### config.mk
export PLATFORM = sky130hd
export DESIGN_NAME = uart_rx_8n1_flat
export DESIGN_NICKNAME = d
export VERILOG_FILES = /design/src/rtl/uart_rx_8n1_pkg.sv /design/src/rtl/uart_rx_8n1_if.sv /design/src/rtl/uart_rx_8n1_sync2.sv /design/src/rtl/uart_rx_8n1.sv /design/src/flat_wrapper.sv
export SDC_FILE = /design/constraint.sdc
export NUM_CORES = 1
export LEC_CHECK = 0
export ABC_AREA = 1
export CAP_MARGIN = 20
export CORE_MARGIN = 10
export CORE_UTILIZATION = 58
export CTS_BUF_LIST = sky130_fd_sc_hd__clkbuf_2
export CTS_CLUSTER_DIAMETER = 120
export DETAILED_ROUTE_END_ITERATION = 8
export PLACE_DENSITY = 0.81
export SYNTH_ARGS = -nofsm -noshare
export SYNTH_HDL_FRONTEND = slang
export SYNTH_SLANG_ARGS = --single-unit
### constraint.sdc
create_clock -name clk -period 1.65 [get_ports clk]
set_input_delay 0.4125 -clock clk [delete_from_list [all_inputs] [get_ports clk]]
set_output_delay 0.4125 -clock clk [all_outputs]
set_load 0.05 [all_outputs]
### src/rtl/uart_rx_8n1_pkg.sv
// Shared definitions for the 8N1 UART blocks: frame geometry, default bit
// timing and the receiver state encoding.
package uart_rx_8n1_pkg;

    localparam int UART_DATA_BITS            = 8;
    localparam int UART_CLKS_PER_BIT_DEFAULT = 16;

    typedef enum logic [2:0] {
        ST_IDLE,
        ST_START,
        ST_DATA,
        ST_STOP,
        ST_BREAK
    } uart_state_e;

endpackage

### src/rtl/uart_rx_8n1_if.sv
// Receive-side result bundle: the receiver drives it (master), user logic
// consumes it (slave).
interface uart_rx_8n1_if;
    import uart_rx_8n1_pkg::*;

    logic [UART_DATA_BITS-1:0] rxbyte;
    logic                      rxdone;
    logic                      rxerr;
    logic                      busy;

    modport master (output rxbyte, rxdone, rxerr, busy);
    modport slave  (input  rxbyte, rxdone, rxerr, busy);

endinterface

### src/rtl/uart_rx_8n1_sync2.sv
// Two-flop synchroniser for an asynchronous, idle-high input line.
module uart_rx_8n1_sync2 (
    input  logic clk,
    input  logic rst_n,
    input  logic d,
    output logic q
);

    logic meta;

    // NOTE: both flops reset to the idle level (1) so reset release never looks like a start bit.
    always_ff @(posedge clk or negedge rst_n) begin
        if (!rst_n) begin
            meta <= 1'b1;
            q    <= 1'b1;
        end else begin
            meta <= d;
            q    <= meta;
        end
    end

endmodule

### src/rtl/uart_rx_8n1.sv
// 8N1 UART receiver: mid-bit sampling at CLKS_PER_BIT clocks per bit,
// one-cycle rxdone / rxerr strobes, break hold-off after a framing error.
module uart_rx_8n1
    import uart_rx_8n1_pkg::*;
#(
    parameter int CLKS_PER_BIT = UART_CLKS_PER_BIT_DEFAULT
) (
    input  logic          clk,
    input  logic          rst_n,
    input  logic          rx,
    uart_rx_8n1_if.master bus
);

    localparam int HALF  = CLKS_PER_BIT / 2;
    localparam int CNT_W = $clog2(CLKS_PER_BIT);

    localparam logic [CNT_W-1:0] CNT_LAST = CNT_W'(CLKS_PER_BIT - 1);
    localparam logic [CNT_W-1:0] CNT_MID  = CNT_W'(HALF - 1);

    uart_state_e               state;
    logic [CNT_W-1:0]          cnt;
    logic [2:0]                bitidx;
    logic [UART_DATA_BITS-1:0] shift;
    logic                      rx_s;

    uart_rx_8n1_sync2 u_sync (
        .clk   (clk),
        .rst_n (rst_n),
        .d     (rx),
        .q     (rx_s)
    );

    // NOTE: all state and outputs update with non-blocking assignments so every branch sees pre-edge values.
    always_ff @(posedge clk or negedge rst_n) begin
        if (!rst_n) begin
            state      <= ST_IDLE;
            cnt        <= '0;
            bitidx     <= '0;
            shift      <= '0;
            bus.rxbyte <= '0;
            bus.rxdone <= 1'b0;
            bus.rxerr  <= 1'b0;
            bus.busy   <= 1'b0;
        end else begin
            // NOTE: strobes default low here and are raised only by the branch that completes a frame.
            bus.rxdone <= 1'b0;
            bus.rxerr  <= 1'b0;

            case (state)
                ST_IDLE: begin
                    if (!rx_s) begin
                        state    <= ST_START;
                        cnt      <= '0;
                        bus.busy <= 1'b1;
                    end
                end

                ST_START: begin
                    if (cnt == CNT_MID) begin
                        cnt <= '0;
                        if (!rx_s) begin
                            state  <= ST_DATA;
                            bitidx <= '0;
                        end else begin
                            // Start bit gone by mid-bit: treat as a glitch.
                            state    <= ST_IDLE;
                            bus.busy <= 1'b0;
                        end
                    end else begin
                        cnt <= cnt + 1'b1;
                    end
                end

                ST_DATA: begin
                    if (cnt == CNT_LAST) begin
                        cnt    <= '0;
                        shift  <= {rx_s, shift[UART_DATA_BITS-1:1]};
                        bitidx <= bitidx + 3'd1;
                        if (bitidx == 3'd7) begin
                            state <= ST_STOP;
                        end
                    end else begin
                        cnt <= cnt + 1'b1;
                    end
                end

                ST_STOP: begin
                    if (cnt == CNT_LAST) begin
                        cnt <= '0;
                        if (rx_s) begin
                            bus.rxbyte <= shift;
                            bus.rxdone <= 1'b1;
                            state      <= ST_IDLE;
                            bus.busy   <= 1'b0;
                        end else begin
                            bus.rxerr <= 1'b1;
                            state     <= ST_BREAK;
                        end
                    end else begin
                        cnt <= cnt + 1'b1;
                    end
                end

                ST_BREAK: begin
                    // A line held low must return high before a new frame can start.
                    if (rx_s) begin
                        state    <= ST_IDLE;
                        bus.busy <= 1'b0;
                    end
                end

                default: begin
                    state    <= ST_IDLE;
                    bus.busy <= 1'b0;
                end
            endcase
        end
    end

endmodule

### src/flat_wrapper.sv
// flat-port wrapper written by rule: the top's interface ports become plain ports
module uart_rx_8n1_flat import uart_rx_8n1_pkg::*;
#(
    parameter int CLKS_PER_BIT = UART_CLKS_PER_BIT_DEFAULT
)
  (clk, rst_n, rx, bus_rxbyte, bus_rxdone, bus_rxerr, bus_busy);
  uart_rx_8n1_if bus_i ();
  input  logic clk;
  input  logic rst_n;
  input  logic rx;
  output wire logic [$bits(bus_i.rxbyte)-1:0] bus_rxbyte;
  output wire logic [$bits(bus_i.rxdone)-1:0] bus_rxdone;
  output wire logic [$bits(bus_i.rxerr)-1:0] bus_rxerr;
  output wire logic [$bits(bus_i.busy)-1:0] bus_busy;
  assign bus_rxbyte = bus_i.rxbyte;
  assign bus_rxdone = bus_i.rxdone;
  assign bus_rxerr = bus_i.rxerr;
  assign bus_busy = bus_i.busy;
  uart_rx_8n1 #(.CLKS_PER_BIT(CLKS_PER_BIT)) u_core (.clk(clk), .rst_n(rst_n), .rx(rx), .bus(bus_i));
endmodule
==> results.toml, run 1 <==
[timing]
post-route-period-util_pct = 90.2
slew_headroom_pct = 81.2
slew_viol_final = 0
setup_viol = 0
worstMarginPinSlew_ns = 0.281
max_freq_mhz = 672
final_hold_viol_count = 0
min_period_ns = 1.49
fin_skew_ns = 0.0181
rsz0062_at_grt = "false"
fin_setup_tns_ns = 0

[route]
met3_length_um = 154
first_iter_violations = 70
highest_layer = "met4"
m1WireLength_um = 1160
viasPerCell = 5.16
ant_nets = 0
finalWirelength_um = 2760
wl_met2_um = 1370
via_count = 1094
drtPass1Iterations = 4
post_drt_wl_per_cell_um = 13.0
drc = 0

[grt]
grt_pass1_wl_um = 5030
grt-ovfl-total = 0
antenna_found_initial = 0
grt_pass1_vias = 1162
grt_max_degree = 32
grt_usage_pct = 12.5

[cts]
cts_root_buffer = "clkbuf_2"
clk_latency_ns = 0.37
cts.clk_slew.worst_paths_ns = 0.15
post_cts_buffers = 0
clk_path_buf_depth = 2
cts_max_level = 2
hold_buffers = 0
cts_sinks = 31
tritoncts = "yes"
cts_buffers = 5
cts_resized = 0

[synthesis]
yosysTopAreaCell = "dfrtp_1"
synth_area_leaders = "dfrtp_1, nand2_1, o21ai_2, inv_1, dfstp_2"
synthCells = 160
synth_top_area_share_pct = 49.4
synthesis.area_um2 = 1470
synth-seq-cells = 31
yosysUniqueCellTypes = 21
synth_nets = 166
ys_warn_count = 0
ys_seq_area_share_pct = 53.0
syn_avg_cell_area_um2 = 9.17

[placed_design]
dp_hpwl_um = 2020
finalWeightedCongestion = 0.939
io_buffers = 13

[critical_path]
cp_max_fo = 5
reg2reg_slack_ns = 0.16
cp_top_family = "simple AND/OR/NAND/NOR gates"
crit_cells = 8
worst-path-buf-inv = 0
startpoint_type = "flop"
cp_cell_sequence = "ha_1 -> nand2_1 -> nor2_1 -> nor2_1 -> nor2_4 -> nand2_2 -> nand2_1 -> nand2_1"
arrival_ns = 1.75
worst_ep_required_time_ns = 1.91
endpoint_kind = "flop"
max_stage_delay_ns = 0.42
worst_path_max_delay_cell = "dfrtp_1"
reg2reg_depth = 8
critPathKind = "flop to flop"
path_common_cell = "nand2_1"

[power_and_ir_drop]
clockPowerShare_pct = 18.2
pwr-share-seq_pct = 46.0
internal_power_w = 0.00123
power_switching_w = 0.000800
power.leakage_nw = 0.907
peakVddDrop_v = 0.000976
swShare_pct = 39.5
combinationalPowerShare_pct = 35.8
power_density_nw_per_um2 = 1140

[min_path]
hold_class = "flop to flop"
hold_depth = 0

[die]
die_y_um = 70.3
top_level_ports = 14
coreArea_um2 = 2450
die_width_um = 70.3
rows = 18
initial_core_util_pct = 59.8
dieArea_um2 = 4940

[cells_and_area]
area_delta_synth_final_pct = 21.0
layout-drive-gt1-share_pct = 28.0
diodes = 0
num-fill-cells = 187
fin_util_pct = 72.3
final_nets = 187
final_cell_mix = "nand2_1, dfrtp_1, inv_1"
final_common_cell = "nand2_1"

[run_status]
status = "finished clean"

[run]
maxCapViolations = 0
[power by group through the flow]
stage	combinational (W)	clock, W	sequential, W
6_report	0.000725	0.000369	0.000934
5_1_grt	0.000819	0.000418	0.000944
4_1_cts	0.000681	0.000389	0.000938
3_5_place_dp	0.000678	0	0.000952
3_3_place_gp	0.000649	0	0.000945
2_1_floorplan	0.000475	0	0.000964
[flip-flops by register name, summed over array words and instances, names as in the netlist]
signal and count:
u_core.bitidx 3, u_core.u_sync.meta 1, u_core.u_sync.q 1, u_core.bus.busy 1, u_core.bus.rxbyte 8, u_core.shift 8
u_core.bus.rxdone 1, u_core.state 3, u_core.cnt 4, u_core.bus.rxerr 1
[worst reg2reg max path: cells and delay by family (launching register included)]
kind,cells,cell delay (ns)
adders and majority gates,1,0.27
and+or+nand+nor,7,0.71
DFF,1,0.42
[cell type report]
cell class	instances	area [um2]	share of cell area [%]
clock buffer	6	30.0	1.69
clock inverter	2	12.5	0.705
inverter	21	78.8	4.44
multi-input combinational	106	588	33.1
sequential	31	778	43.8
tap	30	37.5	2.11
timing repair buffer	16	250	14.1
[final timing paths]
kind	from	to
setup / recovery	u_core.cnt[1]	u_core.bitidx[1]
hold / removal	u_core.u_sync.meta	u_core.u_sync.q
setup reg to reg	u_core.cnt[1]	u_core.bitidx[1]
hold reg to reg	u_core.u_sync.meta	u_core.u_sync.q
max in group asynchronous	rst_n	u_core.u_sync.meta
min in group asynchronous	rst_n	u_core.bus.rxdone
[synthesized netlist by cell type, drive strengths merged]
master,instances
a21oi,3
buf,2
dfrtp,29
dfstp,2
ha,3
inv,21
nand2,51
nand3,12
nand3b,1
nor2,15
nor3,1
o21ai,19
xor2,1
[layer usage]
metal,vias to the layer above,track usage (%)
met4,0,8.11
met3,8,5.79
li1,547,-
met5,-,0
met1,514,12.9
met2,25,20.0
[stage by stage]
stage / instance area [um2] / hold slack [ns] / total power, W / std cells / setup WS (ns)
3_5_place_dp: 1720 / 0.354 / 0.00163 / 202 / 0.149
3_3_place_gp: 1720 / 0.346 / 0.00159 / 202 / 0.225
4_1_cts: 1760 / 0.367 / 0.00201 / 210 / 0.144
6_report: 1780 / 0.372 / 0.00203 / 212 / 0.161
2_1_floorplan: 1470 / 0.117 / 0.00144 / 160 / 0.299
5_1_grt: 1780 / 0.355 / 0.00218 / 212 / 0.0121
[kinds of logic after synthesis]
logic type | synth area share, %
AOI/OAI and AO/OA | 9.55
xor gates and xnor gates | 0.597
adders and majority gates | 2.56
buffers and inverters | 6.90
DFF | 53.0
and+or+nand+nor | 27.4
No activity file was read; power rests on OpenSTA's default activity.
==> inputs of run 2 (changes only) <==
--- a/config.mk
+++ b/config.mk
@@ -13,6 +13,7 @@
 export CTS_CLUSTER_DIAMETER = 120
 export DETAILED_ROUTE_END_ITERATION = 8
 export PLACE_DENSITY = 0.81
+export RECOVER_POWER = 100
 export SYNTH_ARGS = -nofsm -noshare
 export SYNTH_HDL_FRONTEND = slang
 export SYNTH_SLANG_ARGS = --single-unit
==> results.toml, run 2 (synthesis gave the netlist of run 1 again) <==
[power_and_ir_drop]
pwr-share-seq_pct = 47.0
power_switching_w = 0.000779
power.leakage_nw = 0.863
internal_power_w = 0.00118
power_density_nw_per_um2 = 1230
peakVddDrop_v = 0.000816
swShare_pct = 39.7
clockPowerShare_pct = 18.7
combinationalPowerShare_pct = 34.3

[critical_path]
arrival_ns = 1.75
worst_ep_required_time_ns = 1.91
cp_top_family = "simple AND/OR/NAND/NOR gates"
path_common_cell = "nand2_1"
cp_max_fo = 5
max_stage_delay_ns = 0.42
worst-path-buf-inv = 0
reg2reg_depth = 8
critPathKind = "flop to flop"
reg2reg_slack_ns = 0.16
endpoint_kind = "flop"
worst_path_max_delay_cell = "dfrtp_1"
startpoint_type = "flop"
rr_startpoint = "u_core.cnt[1]"
cp_cell_sequence = "ha_1 -> nand2_1 -> nor2_1 -> nor2_1 -> nor2_4 -> nand2_2 -> nand2_1 -> nand2_1"
worst_r2r_endpoint = "u_core.bitidx[1]"

[cells_and_area]
top_regs = "u_core.bus.rxbyte x8, u_core.shift x8, u_core.cnt x4"
final_cell_mix = "nand2_1, dfrtp_1, clkbuf_2"
area_delta_synth_final_pct = 9.04
finalInstanceArea_um2 = 1600
final_nets = 187
diodes = 0
final_common_cell = "nand2_1"
layout-drive-gt1-share_pct = 25.3

[route]
finalWirelength_um = 2780
drtPass1Iterations = 4
via_count = 1091
viasPerCell = 5.15
drc = 0
ant_nets = 0
post_drt_wl_per_cell_um = 13.1
first_iter_violations = 72

[grt]
grt_max_degree = 32
grt_pass1_vias = 1162
grt_usage_pct = 12.5
antenna_found_initial = 0
grt_pass1_wl_um = 5030
grt-ovfl-total = 0

[die]
die_y_um = 70.3
die_width_um = 70.3
initial_core_util_pct = 59.8
dieArea_um2 = 4940
coreArea_um2 = 2450
top_level_ports = 14
rows = 18

[timing]
rsz0062_at_grt = "false"
fin_setup_tns_ns = 0
max_freq_mhz = 672
fin_skew_ns = 0.0182
min_period_ns = 1.49
post-route-period-util_pct = 90.2
setup_viol = 0
final_hold_viol_count = 0
slew_viol_final = 0
slew_headroom_pct = 51.4
worstMarginPinSlew_ns = 0.729

[placed_design]
dp_hpwl_um = 2020
finalWeightedCongestion = 0.939
place_area_um2 = 1720
io_buffers = 13

[min_path]
whs_endpoint = "u_core.u_sync.q"
hp-start = "u_core.u_sync.meta"
hold_depth = 0
hold_class = "flop to flop"

[cts]
clk_latency_ns = 0.36
clk_path_buf_depth = 2
tritoncts = "yes"
cts.clk_slew.worst_paths_ns = 0.15
cts_resized = 0
cts_max_level = 2
cts_buffers = 5
cts_sinks = 31
cts_root_buffer = "clkbuf_2"

[run_status]
status = "finished clean"

[run]
maxCapViolations = 0
run 2: layout make-up:
cell class / instances / area, um2
fill: 212 / 855
sequential: 31 / 778
tap: 30 / 37.5
inverter: 21 / 78.8
multi-input combinational: 106 / 568
timing repair buffer: 16 / 95.1
clock buffer: 6 / 30.0
clock inverter: 2 / 12.5
run 2: worst max-delay path by stage:
stage                  start                    to  slack, ns  cells past startpoint
4_1_cts        u_core.cnt[0]      u_core.bitidx[1]       0.14                      8
6_report       u_core.cnt[1]      u_core.bitidx[1]       0.16                      8
2_1_floorplan  u_core.cnt[0]  u_core.bus.rxbyte[5]       0.30                      7
3_5_place_dp   u_core.cnt[0]  u_core.bus.rxbyte[7]       0.15                      6
3_3_place_gp   u_core.cnt[0]  u_core.bus.rxbyte[1]       0.22                      6
5_1_grt        u_core.cnt[0]       u_core.bus.busy       0.01                      8
run 2: routing by layer:
layer | share of wire [%] | up-vias | global-route usage (%) | wire length (um)
li1 | - | 547 | - | -
met1 | 42 | 511 | 12.9 | 1170
met2 | 50 | 27 | 20.0 | 1380
met3 | 5.9 | 6 | 5.79 | 164
met4 | 2.0 | 0 | 8.11 | 55
met5 | 0 | - | 0 | 0
run 2: power by group through the flow:
stage / sequential (W) / clock (W) / combinational, W
2_1_floorplan: 0.000964 / 0 / 0.000475
3_3_place_gp: 0.000945 / 0 / 0.000649
3_5_place_dp: 0.000952 / 0 / 0.000678
4_1_cts: 0.000938 / 0.000389 / 0.000681
5_1_grt: 0.000932 / 0.000418 / 0.000766
6_report: 0.000922 / 0.000367 / 0.000673
run 2: through the flow:
step / setup WS, ns / util [%] / hold slack, ns / total power (W) / std cells
final: 0.161 / 65.2 / 0.373 / 0.00196 / 212
after global routing: 0.0148 / 65.2 / 0.379 / 0.00212 / 212
after CTS: 0.144 / 71.7 / 0.367 / 0.00201 / 210
after detailed placement: 0.149 / 70.0 / 0.354 / 0.00163 / 202
after global placement: 0.225 / 70.0 / 0.346 / 0.00159 / 202
after floorplan: 0.299 / - / 0.117 / 0.00144 / 160
run 2: repair_timing:
item,4_1_cts,5_1_grt
buffers inserted,0,2
hold endpoints to repair,0,0
endpoints found under the setup margin,0,3
hold buffers,0,0
==> inputs of run 3 (changes only) <==
--- a/config.mk
+++ b/config.mk
@@ -14,6 +14,7 @@
 export DETAILED_ROUTE_END_ITERATION = 8
 export PLACE_DENSITY = 0.81
 export RECOVER_POWER = 100
+export SKIP_LAST_GASP = 1
 export SYNTH_ARGS = -nofsm -noshare
 export SYNTH_HDL_FRONTEND = slang
 export SYNTH_SLANG_ARGS = --single-unit
==> results of run 3 <==
Same layout as run 2: the final DEF is identical, and so are final timing and power.
